## config.mk

```make
export PLATFORM = sky130hd
export DESIGN_NAME = vga_grid_arbiter
export DESIGN_NICKNAME = d
export VERILOG_FILES = /design/src/rtl/vga_pkg.sv /design/src/rtl/rr_arbiter.sv /design/src/rtl/vga_grid_arbiter.sv
export SDC_FILE = /design/constraint.sdc
export NUM_CORES = 1
export LEC_CHECK = 0
export ABC_AREA = 1
export BUFFER_PORTS_ARGS = -buffer_cell sky130_fd_sc_hd__buf_2
export CORE_UTILIZATION = 30
export DETAILED_ROUTE_END_ITERATION = 10
export REMOVE_ABC_BUFFERS = 1
export SETUP_SLACK_MARGIN = 0.5
export SLEW_MARGIN = 20
export SYNTH_ARGS = -nofsm -noshare
export SYNTH_HDL_FRONTEND = slang
export SYNTH_SLANG_ARGS = --single-unit
export TNS_END_PERCENT = 30
```

## constraint.sdc

```tcl
create_clock -name clk -period 3.3 [get_ports clk]
set_input_delay 0.495 -clock clk [delete_from_list [all_inputs] [get_ports clk]]
set_output_delay 0.495 -clock clk [all_outputs]
set_load 0.005 [all_outputs]
```

## src/rtl/vga_pkg.sv

```systemverilog
// ============================================================================
//  Module      : vga_pkg
//  Description : Shared widths and state encoding for the VGA grid write
//                arbiter and its round-robin picker.
//  Contents    : GRID_W, COLOR_W, GRID_CELLS, state_e (IDLE/HOLD/CLEAR)
//  Revision    : 1.0 - initial release
// ============================================================================
`default_nettype none

package vga_pkg;

   localparam int GRID_W     = 8;
   localparam int COLOR_W    = 8;
   localparam int GRID_CELLS = 256;

   // CLEAR is only ever entered when VGA_GRID_CLEAR_EN is defined.
   typedef enum logic [1:0] {
      ST_IDLE  = 2'd0,
      ST_HOLD  = 2'd1,
      ST_CLEAR = 2'd2
   } state_e;

endpackage : vga_pkg

`default_nettype wire

```

## src/rtl/rr_arbiter.sv

```systemverilog
// ============================================================================
//  Module      : rr_arbiter
//  Description : Purely combinational round-robin pick. Searches req from
//                index ptr upward, wrapping modulo N_REQ, and returns a
//                one-hot grant for the first set bit (all zeros if none).
//  Ports       : req [N_REQ-1:0]  in   request vector
//                ptr [PTR_W-1:0]  in   highest-priority index (< N_REQ)
//                gnt [N_REQ-1:0]  out  one-hot grant
//  Revision    : 1.0 - initial release
// ============================================================================
`default_nettype none

module rr_arbiter #(
   parameter int N_REQ = 3,
   parameter int PTR_W = (N_REQ > 1) ? $clog2(N_REQ) : 1
) (
   input  logic [N_REQ-1:0] req,
   input  logic [PTR_W-1:0] ptr,
   output logic [N_REQ-1:0] gnt
);

   int   w_idx;
   logic w_found;

   always_comb begin
      gnt     = '0;
      w_found = 1'b0;
      w_idx   = 0;
      for (int k = 0; k < N_REQ; k++) begin
         w_idx = int'(ptr) + k;
         if (w_idx >= N_REQ) begin
            w_idx = w_idx - N_REQ;
         end
         // Constant-indexed inner loop keeps every bit select static.
         for (int j = 0; j < N_REQ; j++) begin
            if (!w_found && (j == w_idx) && req[j]) begin
               gnt[j]  = 1'b1;
               w_found = 1'b1;
            end
         end
      end
   end

endmodule : rr_arbiter

`default_nettype wire

```

## src/rtl/vga_grid_arbiter.sv

```systemverilog
// ============================================================================
//  Module      : vga_grid_arbiter
//  Description : Shares the single VGA grid write port between N_REQ
//                requesters with round-robin arbitration and valid/ready
//                handshakes. Each accepted write is held for HOLD_CYCLES clk
//                cycles so the slower VGA domain samples it safely.
//  Optional    : VGA_GRID_CLEAR_EN adds clr_req/clr_done and a CLEAR state
//                that walks all 256 cells with CLEAR_COLOR.
//  Ports       : clk, rst                  clock, sync active-high reset
//                req_valid/req_ready       per-requester handshake
//                req_pos/req_color         packed 8-bit fields per requester
//                grant                     one-hot owner of held write
//                Grid_Position/Color       registered write to vga_out
//                grid_we                   live-write strobe
//                busy                      not IDLE
//                clr_req/clr_done          (optional) clear request/done
//  Revision    : 1.0 - initial release
// ============================================================================
`default_nettype none

module vga_grid_arbiter
   import vga_pkg::*;
#(
   parameter int                 N_REQ       = 3,
   parameter int                 HOLD_CYCLES = 4,
   parameter logic [COLOR_W-1:0] CLEAR_COLOR = 8'h00
) (
   input  logic                      clk,
   input  logic                      rst,
   input  logic [N_REQ-1:0]          req_valid,
   input  logic [GRID_W*N_REQ-1:0]   req_pos,
   input  logic [COLOR_W*N_REQ-1:0]  req_color,
   output logic [N_REQ-1:0]          req_ready,
   output logic [N_REQ-1:0]          grant,
   output logic [GRID_W-1:0]         Grid_Position,
   output logic [COLOR_W-1:0]        Color,
   output logic                      grid_we,
   output logic                      busy
`ifdef VGA_GRID_CLEAR_EN
   ,
   input  logic                      clr_req,
   output logic                      clr_done
`endif
);

   localparam int PTR_W = (N_REQ > 1) ? $clog2(N_REQ) : 1;
   localparam int CNT_W = (HOLD_CYCLES > 1) ? $clog2(HOLD_CYCLES) : 1;
   localparam logic [CNT_W-1:0]  c_hold_last = CNT_W'(HOLD_CYCLES - 1);
   localparam logic [GRID_W-1:0] c_last_cell = GRID_W'(GRID_CELLS - 1);

   state_e               state_q, state_d;
   logic [PTR_W-1:0]     ptr_q, ptr_d;
   logic [CNT_W-1:0]     cnt_q, cnt_d;
   logic [GRID_W-1:0]    pos_q, pos_d;
   logic [COLOR_W-1:0]   color_q, color_d;
   logic                 we_q, we_d;
   logic [N_REQ-1:0]     grant_q, grant_d;

   logic [N_REQ-1:0]     w_pick;
   logic                 w_xfer;
   logic [GRID_W-1:0]    w_sel_pos;
   logic [COLOR_W-1:0]   w_sel_color;
   logic [PTR_W-1:0]     w_nxt_ptr;
   logic                 w_block;

`ifdef VGA_GRID_CLEAR_EN
   logic clr_pend_q, clr_pend_d;
   logic clr_rearm_q, clr_rearm_d;
   logic clr_done_q, clr_done_d;
   logic w_clr_pend;

   // A request arriving this very cycle already wins over the requesters.
   assign w_clr_pend = clr_pend_q | clr_req;
   assign w_block    = rst | w_clr_pend;
   assign clr_done   = clr_done_q;
`else
   assign w_block    = rst;
`endif

   rr_arbiter #(
      .N_REQ (N_REQ),
      .PTR_W (PTR_W)
   ) u_rr (
      .req (req_valid),
      .ptr (ptr_q),
      .gnt (w_pick)
   );

   assign req_ready = (state_q == ST_IDLE && !w_block) ? w_pick : '0;
   assign w_xfer    = |(req_valid & req_ready);

   always_comb begin
      w_sel_pos   = '0;
      w_sel_color = '0;
      w_nxt_ptr   = '0;
      for (int i = 0; i < N_REQ; i++) begin
         if (req_ready[i]) begin
            w_sel_pos   = req_pos[i*GRID_W +: GRID_W];
            w_sel_color = req_color[i*COLOR_W +: COLOR_W];
            w_nxt_ptr   = (i == N_REQ - 1) ? '0 : PTR_W'(i + 1);
         end
      end
   end

   always_comb begin
      state_d = state_q;
      ptr_d   = ptr_q;
      cnt_d   = cnt_q;
      pos_d   = pos_q;
      color_d = color_q;
      we_d    = we_q;
      grant_d = grant_q;
`ifdef VGA_GRID_CLEAR_EN
      clr_pend_d  = clr_pend_q | clr_req;
      clr_rearm_d = clr_rearm_q;
      clr_done_d  = 1'b0;
`endif
      case (state_q)
         ST_IDLE: begin
`ifdef VGA_GRID_CLEAR_EN
            if (w_clr_pend) begin
               // First cell is presented on the entry edge, like a write.
               state_d = ST_CLEAR;
               pos_d   = '0;
               color_d = CLEAR_COLOR;
               we_d    = 1'b1;
               grant_d = '0;
               cnt_d   = c_hold_last;
            end else
`endif
            if (w_xfer) begin
               state_d = ST_HOLD;
               pos_d   = w_sel_pos;
               color_d = w_sel_color;
               we_d    = 1'b1;
               grant_d = req_ready;
               cnt_d   = c_hold_last;
               ptr_d   = w_nxt_ptr;
            end
         end
         ST_HOLD: begin
            if (cnt_q == '0) begin
               state_d = ST_IDLE;
               we_d    = 1'b0;
               grant_d = '0;
            end else begin
               cnt_d = cnt_q - 1'b1;
            end
         end
`ifdef VGA_GRID_CLEAR_EN
         ST_CLEAR: begin
            // clr_pend stays set for the walk; a new request during the
            // walk is remembered separately so it re-arms on completion.
            if (clr_req) begin
               clr_rearm_d = 1'b1;
            end
            if (cnt_q == '0) begin
               if (pos_q == c_last_cell) begin
                  state_d     = ST_IDLE;
                  we_d        = 1'b0;
                  clr_done_d  = 1'b1;
                  clr_pend_d  = clr_rearm_q | clr_req;
                  clr_rearm_d = 1'b0;
               end else begin
                  pos_d = pos_q + 1'b1;
                  cnt_d = c_hold_last;
               end
            end else begin
               cnt_d = cnt_q - 1'b1;
            end
         end
`endif
         default: begin
            state_d = ST_IDLE;
            we_d    = 1'b0;
            grant_d = '0;
         end
      endcase
   end

   always_ff @(posedge clk) begin
      if (rst) begin
         state_q <= ST_IDLE;
         ptr_q   <= '0;
         cnt_q   <= '0;
         pos_q   <= '0;
         color_q <= '0;
         we_q    <= 1'b0;
         grant_q <= '0;
`ifdef VGA_GRID_CLEAR_EN
         clr_pend_q  <= 1'b0;
         clr_rearm_q <= 1'b0;
         clr_done_q  <= 1'b0;
`endif
      end else begin
         state_q <= state_d;
         ptr_q   <= ptr_d;
         cnt_q   <= cnt_d;
         pos_q   <= pos_d;
         color_q <= color_d;
         we_q    <= we_d;
         grant_q <= grant_d;
`ifdef VGA_GRID_CLEAR_EN
         clr_pend_q  <= clr_pend_d;
         clr_rearm_q <= clr_rearm_d;
         clr_done_q  <= clr_done_d;
`endif
      end
   end

   assign grant         = grant_q;
   assign Grid_Position = pos_q;
   assign Color         = color_q;
   assign grid_we       = we_q;
   assign busy          = (state_q != ST_IDLE);

endmodule : vga_grid_arbiter

`default_nettype wire

```

-- Word level (Yosys, flattened, before mapping)
Cells that the tools add are included.
- multipliers: 0
- magnitude comparators: 3
- bitwise logic cells: 1
- muxes and demuxes: 41
- shift-type cells: 0
- $add $sub $neg: 6
- reduce and logical (&&, ||, !) cells: 38
- divide/modulo/power cells: 0
- equality and inequality tests: 10
- operators with widths (operator ; number):
    $eq 2x32->1 const A ; 3
    $eq 3x32->1 const A ; 3
    $logic_not 32->1 ; 3
    $mux 32 ; 3
    $ge 32x3->1 const B ; 2
    $sub 32x3->32 const B ; 2
    $mux 8 ; 6
    $mux 1 ; 19
    $logic_and 1x1->1 ; 18
    $mux 2 ; 6
    $logic_not 1->1 ; 9
    $mux 3 ; 3
    $pmux 2 s2 ; 2
    $ne 2x2->1 const B ; 3
    $pmux 3 s2 ; 1
    $logic_not 2->1 ; 2
    $reduce_and 2->1 ; 2
    $reduce_bool 2->1 ; 2
    $add 2x1->3 const B ; 1
    $add 2x2->3 const B ; 1
    $and 3x3->3 ; 1
    $reduce_and 3->1 ; 1
    $reduce_or 3->1 ; 1
    $sub 2x2->3 const B ; 1
    4 further kinds ; 4
- ROM bits: 0
- bits in latches: 0
- memories: 0
- output and inout port bits: 24
- register bits: 26
- memory bits (writable): 0
- logic and storage cells: 106

-- Longest topological paths before layout
- word-level depth: 42
- mapped depth: 16
- depth with buffers taken out: 16

-- Hierarchy
From an unflattened synthesis, not the netlist that was laid out.
- cells, all modules: 263
- area total of the unflattened synthesis: 1615.3 um^2
- by module, submodules not included (module ; seq. area each (um^2) ; area an instance (um^2) ; instances ; cells each):
    vga_grid_arbiter ; 480.5 ; 1448.9 ; 1 ; 229
    rr_arbiter ; 0.0 ; 166.4 ; 1 ; 34

-- Worst setup path after synthesis
No wires, ideal clock.
- kind: register to output
- from: register ptr_q[0]
- to: output port req_ready[0]
- data required time: 2.805 ns
- cell stages (with the launch flop): 11
- path buffers: 1
- arrival: 1.596 ns
- setup slack: 1.209 ns
- cells stage by stage: dfxtp_1 -> inv_1 -> ha_1 -> nand2_2 -> nand2_1 -> inv_1 -> o21ai_1 -> nor2_4 -> nand3_2 -> a21oi_4 -> buf_4
- cells in the longest elaborated chain, start to end: 30
- elaborated cells on any way between the ends: 46
- those cells by class: add/sub (5); order compare (3); eq/ne (4); mux (12); reduce/logical (22)
- RTL lines (item ; line ; source):
    from (decl) ; vga_grid_arbiter.sv:52 ; logic [PTR_W-1:0] ptr_q, ptr_d;
    from (signal assigned) ; vga_grid_arbiter.sv:197 ; ptr_q <= ptr_d;
    parallel branches: the longest is 28 deep, another holds $sub 32x3->32 ; -- ;
    $mux 1 (*) ; rr_arbiter.sv:36 ; if (!w_found && (j == w_idx) && req[j]) begin
    $mux 3 (*) ; vga_grid_arbiter.sv:89 ; assign req_ready = (state_q == ST_IDLE && !w_block) ? w_pick : '0;
    to (decl) ; vga_grid_arbiter.sv:33 ; output logic [N_REQ-1:0] req_ready,
Mark *: on every way between the ends.

-- Final worst setup path
- from: register ptr_q[0]
- to: output port req_ready[1]
- cells in the longest elaborated chain, start to end: 34
- elaborated cells on any way between the ends: 52
- those cells by class: add/sub (5); order compare (3); eq/ne (5); mux (14); reduce/logical (25)
- RTL lines (item ; line):
    parallel branches: the longest is 32 deep, another holds $sub 32x3->32 ; --
    $mux 1 (*) ; rr_arbiter.sv:36
    $mux 3 (*) ; vga_grid_arbiter.sv:89
Marked as above.

==> results_dict.tcl <==
set metrics [dict create \
    antenna_found_initial 0 \
    clk_path_buf_depth 2 \
    setup_tns_ns 0 \
    yosysWarnings 0 \
    drt_iter0_drc 75 \
    wirelength_um 4040 \
    fmax_mhz 380 \
    grt_pass1_wl_um 6870 \
    layout-drive-gt1-share 0.366 \
    synth_area_per_cell_sq_um 6.77 \
    avgRoutedWirePerCell_um 11.2 \
    die_h_um 72.5 \
    min-delay-path-class "flip-flop to flip-flop" \
    antenna_cells 0 \
    whs_endpoint "Color[2]" \
    worstHoldStart "Color[2]" \
    grt-ovfl-total 0 \
    synth_top_cell_area_share 0.323 \
    grt_util_all_layers 0.164 \
    synth.cell_area_sq_um 1490 \
    postCtsHoldBufs 0 \
    slew_violations 0 \
    io_pins 77 \
    yosysTopAreaCell "dfxtp_1" \
    numClockSinks 24 \
    synth.distinct_cells 27 \
    ys_seq_area_frac 0.323 \
    start_kind "flip-flop" \
    drc 0 \
    rsz0062_at_grt "yes" \
    whs_ns 0.472 \
    syn_inst 220 \
    yosys_register_bits 24 \
    leakagePower_nw 1.04 \
    slew_headroom 0.658 \
    ff2ff_setup_slack_ns 0.84 \
    insertion_delay_ns 0.26 \
    syn_to_final_growth_pct 34.5 \
    regToRegStartpoint "ptr_q[0]" \
    numCtsBuffers 3 \
    path_max_fanout 18 \
    end_kind "output pin" \
    die_w_um 72.5 \
    root_buffer "clkbuf_8" \
    ir_drop_mv 0.246 \
    num_vias 1666 \
    dr.pass1.iters 4 \
    setup_viol 0 \
    grt_start_max_net_pins 24 \
    initial_core_util 0.313 \
    p_total_w 0.00109 \
    die-area_sq_um 5250 \
    grt_pass1_vias 1588 \
    synth_area_leaders "dfxtp_1 32%, nand3_1 16%, nand2_1 9.1%" \
    ff2ff_path_depth 16 \
    cap_violations 0 \
    routabilityCongestion 0.810 \
    place.port_buffers 76 \
    hold_viol 0 \
    period_minus_slack_ns 2.63 \
    arrival_ns 2.14 \
    num-nets-final 352 \
    rr_endpoint "grant[2]" \
    via_per_inst 4.60 \
    worstMarginPinSlew_ns 0.512 \
    ctsHtreeMaxLevel 1 \
    min_period_over_period 0.797 \
    dp_hpwl_um 3030 \
    finClkSkew_ns 0.00157 \
    crit_type "flip-flop to output pin" \
    outcome "finished clean" \
    cp-startpoint "ptr_q[0]" \
    rows 25 \
    clkTransAtPathRegs_ns 0.08 \
    core-area_sq_um 4750 \
    hold_depth 2 \
    cts_tree "built" \
    ant_nets 0 \
    critical_path_required_ns 2.80 \
    powerDensity_nw_per_um2 543 \
]
## worst max path at each step
| stage | end | slack (ns) | cells past startpoint |
|---|---|---|---|
| after global routing | req_ready[1] | 0.41 | 12 |
| after floorplan | req_ready[0] | 1.01 | 3 |
| after CTS | req_ready[0] | 0.56 | 10 |
| after detailed placement | grant[2] | 0.86 | 16 |
| final | req_ready[1] | 0.67 | 12 |
| after global placement | req_ready[0] | 0.93 | 10 |
## final cells by class
type	count	area, sq um
fillers	542	2750
multi-input cells	163	860
flip-flops and latches	24	480
repair buffers	82	425
well taps	67	83.8
inverters	22	82.6
clock buffers	3	41.3
clock inverters	1	30.0
## power breakdown
group / internal [W] / switching (W)
Combinational: 0.000182 / 0.000271
Sequential: 0.000349 / 0.0000311
Clock: 0.000162 / 0.0000919
## metrics by stage
stage                     std cells  setup slack [ns]  area, sq um   util
after floorplan                 209              1.01         1420      -
after global placement          354             0.927         1900  0.400
after detailed placement        354             0.858         1900  0.400
after CTS                       358             0.561         1970  0.415
after global routing            362             0.412         2000  0.421
final                           362             0.670         2000  0.421
## worst max-delay path: stages, from the launching register on
cell     delay (ns)
dfxtp_1        0.34
inv_1          0.06
ha_1           0.36
nand2_2        0.11
nand2_1        0.07
inv_1          0.07
o21ai_1        0.09
nor2_4         0.13
nand4_2        0.11
nand2_4        0.20
nand2_2        0.11
inv_1          0.09
buf_2          0.11
## sequential cells by signal (all words and copies together) (netlist names)
signal         count
Grid_Position      8
ptr_q              2
cnt_q              2
grid_we            1
Color              8
grant              3
## per-layer routing
layer,vias up,global-route usage,share of wire
li1,875,-,-
met1,742,0.199,0.45
met2,45,0.297,0.48
met3,4,0.0403,0.056
met4,0,0.0261,0.0062
met5,-,0,0
## logic make-up after synthesis
logic type,after synthesis,synth area share
adders and majority gates,3,0.0252
AOI/OAI and AO/OA,31,0.120
and+or+nand+nor,129,0.432
DFF,24,0.323
buffers and inverters,33,0.100
## synth_stat cells
cell	n
nand2_2	4
clkbuf_1	5
inv_2	3
dfxtp_1	24
o21ai_0	3
nand2_1	36
buf_2	2
nand3_1	48
nand4_2	2
buf_4	2
nand3_2	2
o21ai_1	1
nand2_4	3
nor2_2	3
nor2_4	3
a211oi_1	1
buf_6	2
nor2_1	26
a21oi_1	20
nand3b_1	1
a31oi_1	3
ha_1	3
nand4_1	1
inv_1	19
a21oi_2	1
a21oi_4	1
o21bai_1	1
## cells in the final DEF (no fill, tap or decap), types with 4 or more instances in the layout
cell type | Yosys | routed
buf_2 | 2 | 76
nand3_1 | 48 | 48
nand2_1 | 36 | 36
nor2_1 | 26 | 26
dfxtp_1 | 24 | 24
a21oi_1 | 20 | 20
inv_1 | 19 | 19
buf_4 | 2 | 6
nand2_2 | 4 | 4
## repair_timing
action | 4_1_cts | 5_1_grt
hold endpoints to repair | 0 | 0
gates resized for setup | 0 | 0
buffers inserted | 0 | 4
setup endpoints to repair | 0 | 3
No activity file was read; power rests on OpenSTA's default activity.
